[config.mk]
export PLATFORM = sky130hd
export DESIGN_NAME = unidade_controle_jogo_escrita
export DESIGN_NICKNAME = d
export VERILOG_FILES = /design/src/rtl/unidade_controle_jogo_escrita_pkg.sv /design/src/rtl/contador_timeout.sv /design/src/rtl/unidade_controle_jogo_escrita.sv
export SDC_FILE = /design/constraint.sdc
export NUM_CORES = 1
export LEC_CHECK = 0
export BUFFER_PORTS_ARGS = -buffer_cell sky130_fd_sc_hd__buf_2
export CORE_MARGIN = 10
export CORE_UTILIZATION = 31
export DETAILED_ROUTE_END_ITERATION = 12
export PLACE_DENSITY = 0.56
export SETUP_SLACK_MARGIN = 0.2
export SKIP_CTS_REPAIR_TIMING = 1
export SYNTH_ARGS = -nofsm -noshare
export SYNTH_HDL_FRONTEND = slang
export SYNTH_HIERARCHICAL = 1
export SYNTH_SLANG_ARGS = --single-unit
[constraint.sdc]
create_clock -name clock -period 6 [get_ports clock]
set_clock_uncertainty 0.05 [all_clocks]
set_input_delay 0.9 -clock clock [delete_from_list [all_inputs] [get_ports clock]]
set_output_delay 0.9 -clock clock [all_outputs]
set_load 0.005 [all_outputs]
[src/rtl/unidade_controle_jogo_escrita_pkg.sv]
// State codes, control word and output decode shared by the game control unit.
// db_estado carries these codes, so the datapath display decodes the same values.
package unidade_controle_jogo_escrita_pkg;

   localparam int TIMEOUT_CICLOS_PADRAO = 3000;
   localparam int TW_PADRAO             = 12;

   typedef enum logic [3:0] {
      INICIAL          = 4'h0,
      PREPARACAO       = 4'h1,
      INICIA_RODADA    = 4'h2,
      ESPERA_JOGADA    = 4'h3,
      REGISTRA         = 4'h4,
      COMPARACAO       = 4'h5,
      PROXIMA_JOGADA   = 4'h6,
      PROXIMO_ENDERECO = 4'h7,
      ESPERA_ESCRITA   = 4'h8,
      ESCREVE          = 4'h9,
      PROXIMA_RODADA   = 4'hA,
      FIM_ACERTOU      = 4'hB,
      FIM_ERROU        = 4'hC,
      FIM_TIMEOUT      = 4'hD
   } estado_t;

   typedef struct packed {
      logic zeraE;
      logic contaE;
      logic zeraR;
      logic contaR;
      logic zeraRegistro;
      logic registraR;
      logic escreveM;
      logic pronto;
      logic ganhou;
      logic perdeu;
      logic db_timeout;
   } controle_t;

   function automatic controle_t decodifica(input estado_t e);
      controle_t c;
      c = '0;
      case (e)
         PREPARACAO: begin
            c.zeraE        = 1'b1;
            c.zeraR        = 1'b1;
            c.zeraRegistro = 1'b1;
         end
         INICIA_RODADA:    c.zeraE     = 1'b1;
         REGISTRA:         c.registraR = 1'b1;
         PROXIMA_JOGADA:   c.contaE    = 1'b1;
         PROXIMO_ENDERECO: c.contaE    = 1'b1;
         ESCREVE: begin
            c.escreveM  = 1'b1;
            c.registraR = 1'b1;
         end
         PROXIMA_RODADA:   c.contaR    = 1'b1;
         FIM_ACERTOU: begin
            c.pronto = 1'b1;
            c.ganhou = 1'b1;
         end
         FIM_ERROU: begin
            c.pronto = 1'b1;
            c.perdeu = 1'b1;
         end
         FIM_TIMEOUT: begin
            c.pronto     = 1'b1;
            c.perdeu     = 1'b1;
            c.db_timeout = 1'b1;
         end
         default:          c = '0;
      endcase
      return c;
   endfunction

   // Only the two wait states let the inactivity counter run.
   function automatic logic em_espera(input estado_t e);
      return (e == ESPERA_JOGADA) || (e == ESPERA_ESCRITA);
   endfunction

endpackage

[src/rtl/contador_timeout.sv]
// Modulo-M inactivity counter; fim flags the last count (M-1).
// zera has priority over conta; reset clears asynchronously.
module contador_timeout #(
   parameter int M = 3000,
   parameter int N = 12
) (
   input  logic clock,
   input  logic reset,
   input  logic zera,
   input  logic conta,
   output logic fim
);

   logic [N-1:0] cnt_q;
   logic [N-1:0] cnt_d;

   always_ff @(posedge clock or posedge reset) begin
      if (reset) begin
         cnt_q <= '0;
      end else begin
         cnt_q <= cnt_d;
      end
   end

   always_comb begin
      cnt_d = cnt_q;
      if (zera) begin
         cnt_d = '0;
      end else if (conta) begin
         cnt_d = (cnt_q == N'(M - 1)) ? '0 : cnt_q + N'(1);
      end
   end

   assign fim = (cnt_q == N'(M - 1));

endmodule

[src/rtl/unidade_controle_jogo_escrita.sv]
// Moore control unit of the memory-sequence game: replays rounds, records one new play per round,
// reports win/loss and times out after TIMEOUT_CICLOS idle clocks in a wait state.
module unidade_controle_jogo_escrita
   import unidade_controle_jogo_escrita_pkg::*;
#(
   parameter int TIMEOUT_CICLOS = TIMEOUT_CICLOS_PADRAO,
   parameter int TW             = TW_PADRAO
) (
   input  logic       clock,
   input  logic       reset,
   input  logic       jogar,
   input  logic       jogada,
   input  logic       igual,
   input  logic       fimE,
   input  logic       fimR,
   output logic       zeraE,
   output logic       contaE,
   output logic       zeraR,
   output logic       contaR,
   output logic       zeraRegistro,
   output logic       registraR,
   output logic       escreveM,
   output logic       pronto,
   output logic       ganhou,
   output logic       perdeu,
   output logic       db_timeout,
   output logic [3:0] db_estado
);

   estado_t   state_q;
   estado_t   state_d;
   controle_t ctrl;
   logic      conta_timeout;
   logic      timeout;

   assign conta_timeout = em_espera(state_q);

   contador_timeout #(
      .M (TIMEOUT_CICLOS),
      .N (TW)
   ) u_timeout (
      .clock (clock),
      .reset (reset),
      .zera  (~conta_timeout),
      .conta (conta_timeout),
      .fim   (timeout)
   );

   always_ff @(posedge clock or posedge reset) begin
      if (reset) begin
         state_q <= INICIAL;
      end else begin
         state_q <= state_d;
      end
   end

   // A press in the same cycle as the timeout still counts as a play.
   always_comb begin
      state_d = state_q;
      case (state_q)
         INICIAL:          if (jogar) state_d = PREPARACAO;
         PREPARACAO:       state_d = INICIA_RODADA;
         INICIA_RODADA:    state_d = ESPERA_JOGADA;
         ESPERA_JOGADA: begin
            if (jogada) begin
               state_d = REGISTRA;
            end else if (timeout) begin
               state_d = FIM_TIMEOUT;
            end
         end
         REGISTRA:         state_d = COMPARACAO;
         COMPARACAO: begin
            if (!igual) begin
               state_d = FIM_ERROU;
            end else if (!fimE) begin
               state_d = PROXIMA_JOGADA;
            end else if (fimR) begin
               state_d = FIM_ACERTOU;
            end else begin
               state_d = PROXIMO_ENDERECO;
            end
         end
         PROXIMA_JOGADA:   state_d = ESPERA_JOGADA;
         PROXIMO_ENDERECO: state_d = ESPERA_ESCRITA;
         ESPERA_ESCRITA: begin
            if (jogada) begin
               state_d = ESCREVE;
            end else if (timeout) begin
               state_d = FIM_TIMEOUT;
            end
         end
         ESCREVE:          state_d = PROXIMA_RODADA;
         PROXIMA_RODADA:   state_d = INICIA_RODADA;
         FIM_ACERTOU,
         FIM_ERROU,
         FIM_TIMEOUT:      if (jogar) state_d = PREPARACAO;
         default:          state_d = INICIAL;
      endcase
   end

   always_comb begin
      ctrl = decodifica(state_q);
   end

   assign zeraE        = ctrl.zeraE;
   assign contaE       = ctrl.contaE;
   assign zeraR        = ctrl.zeraR;
   assign contaR       = ctrl.contaR;
   assign zeraRegistro = ctrl.zeraRegistro;
   assign registraR    = ctrl.registraR;
   assign escreveM     = ctrl.escreveM;
   assign pronto       = ctrl.pronto;
   assign ganhou       = ctrl.ganhou;
   assign perdeu       = ctrl.perdeu;
   assign db_timeout   = ctrl.db_timeout;
   assign db_estado    = state_q;

endmodule

Yosys cells after proc, flatten, opt, wreduce, memory -nomap -nowiden
Index checks and enable logic that the tools add are counted.

word-level totals
  register bits = 16
  input bits = 7
  output and inout port bits = 15
  word-level logic and storage cells = 48

operators by class
  $add $sub $neg = 1
  equality and inequality tests = 15
  mux-type cells = 20
  reduce and logical (&&, ||, !) cells = 10

operator list
  cell                                                  count
  one-hot mux 4 bit (9 select lines)                    1
  2-to-1 mux 4 bit                                      7
  equality test 4 bit (second input constant)           6
  2-to-1 mux 12 bit                                     2
  equality test 4 x 3 -> 1 bit (second input constant)  4
  adder 12 x 1 -> 12 bit (second input constant)        1
  equality test 12 bit (second input constant)          1
  OR reduction 2 bit                                    6
  2-to-1 mux 1 bit                                      10
  equality test 4 x 2 -> 1 bit (second input constant)  2
  equality test 4 x 1 -> 1 bit (second input constant)  1
  zero test 4 bit                                       1
  OR reduction 4 bit                                    1
  OR reduction 3 bit                                    1
  != test 2 x 1 -> 1 bit (second input constant)        1
  logical OR 1 bit                                      1

Depth between registers and ports, before layout
  depth after elaboration = 4
  mapped depth = 10
  mapped depth without buffers = 8

Hierarchy
The synthesis kept the hierarchy.

modules (own cells, without submodules)
  module                         instances  cells an instance  area an instance (um2)  seq. area each (um2)
  contador_timeout               1          73                 673.1                   300.3
  unidade_controle_jogo_escrita  1          74                 548.0                   100.1

Worst setup path after synthesis
Ideal clock, no wire load.

  kind = register to output
  from = reg state_q[3], in the netlist db_estado[3]
  to = out registraR
  arrival = 1179 ps
  data required time = 5050 ps
  path slack = 3871 ps
  cell stages (with the launch flop) = 5
  path buffers = 2
  cell sequence = dfrtp_1 buf_6 buf_6 or3_1 a21oi_1

between the ends
  longest elaborated chain between the ends = 3
  elaborated cells between the ends (all ways) = 4
  those cells by class = eq/ne (2); mux (1); reduce/logical (1)

RTL lines
  item                                                                 line                                     source
  start, declared                                                      unidade_controle_jogo_escrita.sv:30      estado_t state_q;
  start signal, assigned                                               unidade_controle_jogo_escrita.sv:53      state_q <= state_d;
  equality test 4 bit or equality test 4 x 3 -> 1 bit (tied branches)  unidade_controle_jogo_escrita_pkg.sv:42  case (e)
  OR reduction 2 bit (no line) (*)                                     n/a
  2-to-1 mux 1 bit (*)                                                 unidade_controle_jogo_escrita_pkg.sv:42
  end, declared                                                        unidade_controle_jogo_escrita.sv:21      output logic registraR,

Mark *: on every way between the ends. The rest lies on a longest branch, timed or not.

Worst setup path in the final report
  from = reg state_q[3], in the netlist db_estado[3]
  to = reg u_timeout.cnt_q[8]

between the ends
  longest elaborated chain between the ends = 3
  elaborated cells between the ends (all ways) = 4
  those cells by class = eq/ne (2); mux (1); reduce/logical (1)

RTL lines
  item                                                                 line                                     source
  equality test 4 x 2 -> 1 bit or equality test 4 bit (tied branches)  unidade_controle_jogo_escrita_pkg.sv:77  return (e == ESPERA_JOGADA) || (e == ESPERA_ESCRITA);
  logical OR 1 bit (*)                                                 unidade_controle_jogo_escrita_pkg.sv:77
  via conta_timeout                                                    unidade_controle_jogo_escrita.sv:33      logic conta_timeout;
  2-to-1 mux 12 bit (*)                                                contador_timeout.sv:27                   if (zera) begin
  end signal, assigned                                                 contador_timeout.sv:21                   cnt_q <= cnt_d;
  end, declared                                                        contador_timeout.sv:14                   logic [N-1:0] cnt_q;

The timed path passes the listed nets; every way through them passes the cells marked *.
A chain may end at the register's enable or synchronous reset.

==> metrics.md <==
| Metric | Value |
|---|---|
| Status | completed |
| Total power | 550 uW |
| Max Slew Vio Count | 0 |
| CP Buf/Inv Count | 1 |
| Placed cells | 207 |
| Pleak | 0.586 nW |
| I/O Buffers | 21 |
| Worst path slowest cell | dfrtp_1 |
| Largest net degree at the start of global routing | 22 |
| Syn Std Cell Area | 1220 sq um |
| WL/cell | 14.3 um |
| RSZ-0062 raised after global routing | false |
| Yosys Warn Count | 6 |
| Slew Limit Headroom | about two fifths |
| CTS max path bufs | 2 |
| Internal reg-to-reg setup slack | 2870 ps |
| CTS tree | built |
| Flop pwr share | 35.9% |
| Post-synthesis average cell area | about 8.3 sq um |
| Synth cell types | between 40 and 50 |
| Antenna violations before repair | 0 |
| Power Density | 400 nW/um^2 |
| Worst reg-to-reg path cell count | 8 |
| Gpl congestion | 0.798 |
| Antenna diodes | 0 |
| Crit path cell chain | nand2b_1, or2_1, a21oi_1, inv_1, o2111ai_1, nor3_1, xnor2_1, nor2_1 |
| Fmax | 0.320 GHz |
| Critical R2R Launch | db_estado[3] |
| Reg2reg end | u_timeout/cnt_q[8] |
| Sequential element share of the synthesized area | 32.8% |
| Slew @ Worst Pin | 882 ps |
| Hold_ws | 481 ps |
| Clk pin slew, worst setup/hold paths | roughly 60 ps |
| Fraction of layout cells with a size suffix above 1 | 20.2% |
| Clock latency at the later pin of the worst-skew pair | 250 ps |
| Die Ht | around 83 um |
| Synth area leaders | dfrtp_1, xnor2_1, nor2_1, a21oi_1, nand3_1 |
| Synth Instances | between 100 and 150 |
| CP arrival | between 3000 and 4000 ps |
| Syn Nets | between 150 and 200 |
| Cell internal pwr | between 200 and 300 uW |
| Vias/cell | roughly 5.3 |
| VDD IR-drop max | around 0.16 mV |
| Gr usage total | 8.83% |
| Kind of critical path | flop to flop |
| Critical path launch point type | flop |
| Post-route insts no fill | 211 |
| Leading area contributor after synthesis | dfrtp_1 |
| Net count, final | 173 |
| Psw | 254 uW |
| Worst path required time | 6080 ps |
| Critical Path End | u_timeout/cnt_q[8] |
| Final wirelength | 3010 um |
| HPWL after DPL | 2260 um |
| Worst hold path type | input pin to async pin |
| Root buffer cell | clkbuf_8 |
| Asr flop ratio synth | 100% |
| Final hold violation count | 0 |
| Switch share | 46.1% |
| Via count | 1126 |
| Crit-path leading delay family | compound AO/OA/AOI/OAI gates |
| Minimum clock period | 3130 ps |
| GR Overflow Total | 0 |
| Post-synth EDFFs | 0 |
| Max cap viols | 0 |
| Synth top area share | between 30% and 40% |
| # rows | 22 |
| Core area | roughly 3700 sq um |
| Drc violations | 0 |
| Vias in the first global route | 1038 |
| Post-synth top flop | dfrtp_1 |
| Combinational group share of total power | 46.7% |
| Final ANT Viol Nets | 0 |
| Layout area overhead | 12.8% |
| Die span in x | 82.8 um |
| Drt pass-1 iters | 4 |
| Setup TNS | 0 ps |
| H-tree depth | 1 |
| Fin crit share | 52.2% |
| Clk sinks | 16 |
| First-pass GRT wire length | between 4000 and 5000 um |
| Largest stage delay, worst path | 740 ps |
| TritonCTS Buffers | 3 |
| Clock group share of total power | 17.4% |
| Stages on the worst setup path | 8 |
| Post-synthesis register bit count | 16 |
| CP Capture Type | flop |
| Final setup fails | 0 |
| Die area | 6850 sq um |
| Top-count cell post-synth | nor2_1 |
| Synth cell count leaders | nor2_1, dfrtp_1, nand2_1 |
| Initial Util | 32.6% |
| I/O pins | 22 |
| Initial DRC Count | 77 |
| CP Launch Point | db_estado[3] |
| CP max FO | 21 |
power by group through the flow:
stage	clock, mW	combinational (mW)	sequential (mW)
2_1_floorplan	0	0.249	0.148
3_3_place_gp	0	0.249	0.194
3_5_place_dp	0	0.256	0.201
4_1_cts	0.0996	0.257	0.198
5_1_grt	0.105	0.287	0.207
6_report	0.0955	0.257	0.198
routing by layer:
| layer | global-route usage [%] | wire length, um |
|---|---|---|
| met5 | 0 | 0 |
| met4 | 3.01 | 29 |
| met3 | 2.81 | 207 |
| met2 | 13.7 | 1400 |
| met1 | 11.2 | 1370 |
stage by stage:
step                      util [%]  cell area [sq um]  setup WS, ps
after floorplan                  -               1220          3870
after global placement        35.3               1320          3140
after detailed placement      35.3               1320          2890
after CTS                     36.8               1380          2870
after global routing          36.8               1380          2480
final                         36.8               1380          2870
sequential cells by signal (all words and copies together), names as in the netlist:
name,count
u_timeout/cnt_q,12
db_estado,4
cell usage in the layout (no fill, tap or decap), types with 3 or more instances in the layout:
master	n
nand2b_1	5
nor3_1	6
buf_2	21
dfrtp_1	16
nor2_1	17
a21oi_1	8
inv_1	9
xnor2_1	8
nand3_1	8
nand2_1	10
nor2b_1	3
a31oi_1	3
clkbuf_8	4
how the worst min path moves through the flow:
stage,from,to,slack [ps]
after global placement,u_timeout/cnt_q[9],u_timeout/cnt_q[9],480
after detailed placement,u_timeout/cnt_q[9],u_timeout/cnt_q[9],490
after CTS,reset,db_estado[0],480
after global routing,reset,db_estado[0],490
after floorplan,u_timeout/cnt_q[9],u_timeout/cnt_q[9],460
final,reset,db_estado[0],480
kinds of logic (layout without fill, tap and decap cells):
| logic type | Yosys count | count (layout) | synth area share (%) |
|---|---|---|---|
| AO/OA/AOI/OAI | 30 | 30 | 17.8 |
| AND/OR/NAND/NOR | 67 | 67 | 29.7 |
| flip-flops | 16 | 16 | 32.8 |
| buffers and inverters | 20 | 36 | 8.61 |
| adder cells (fa/ha/maj) | 2 | 2 | 2.05 |
| multiplexers | 3 | 3 | 2.56 |
| XOR/XNOR | 9 | 9 | 6.46 |
layout make-up:
cell class | instances | area (sq um)
clock buffer | 4 | 55.1
fill | 403 | 2370
inverter | 11 | 41.3
multi-input combinational | 111 | 716
sequential | 16 | 400
tap | 48 | 60.1
timing repair buffer | 21 | 105
worst reg2reg max path, cell delays in order, from the launching register on:
cell and delay (ps):
dfrtp_1 740, nand2b_1 260, or2_1 270, a21oi_1 680, inv_1 350, o2111ai_1 360
nor3_1 100, xnor2_1 140, nor2_1 60
Power figures use the tool's default switching activity.
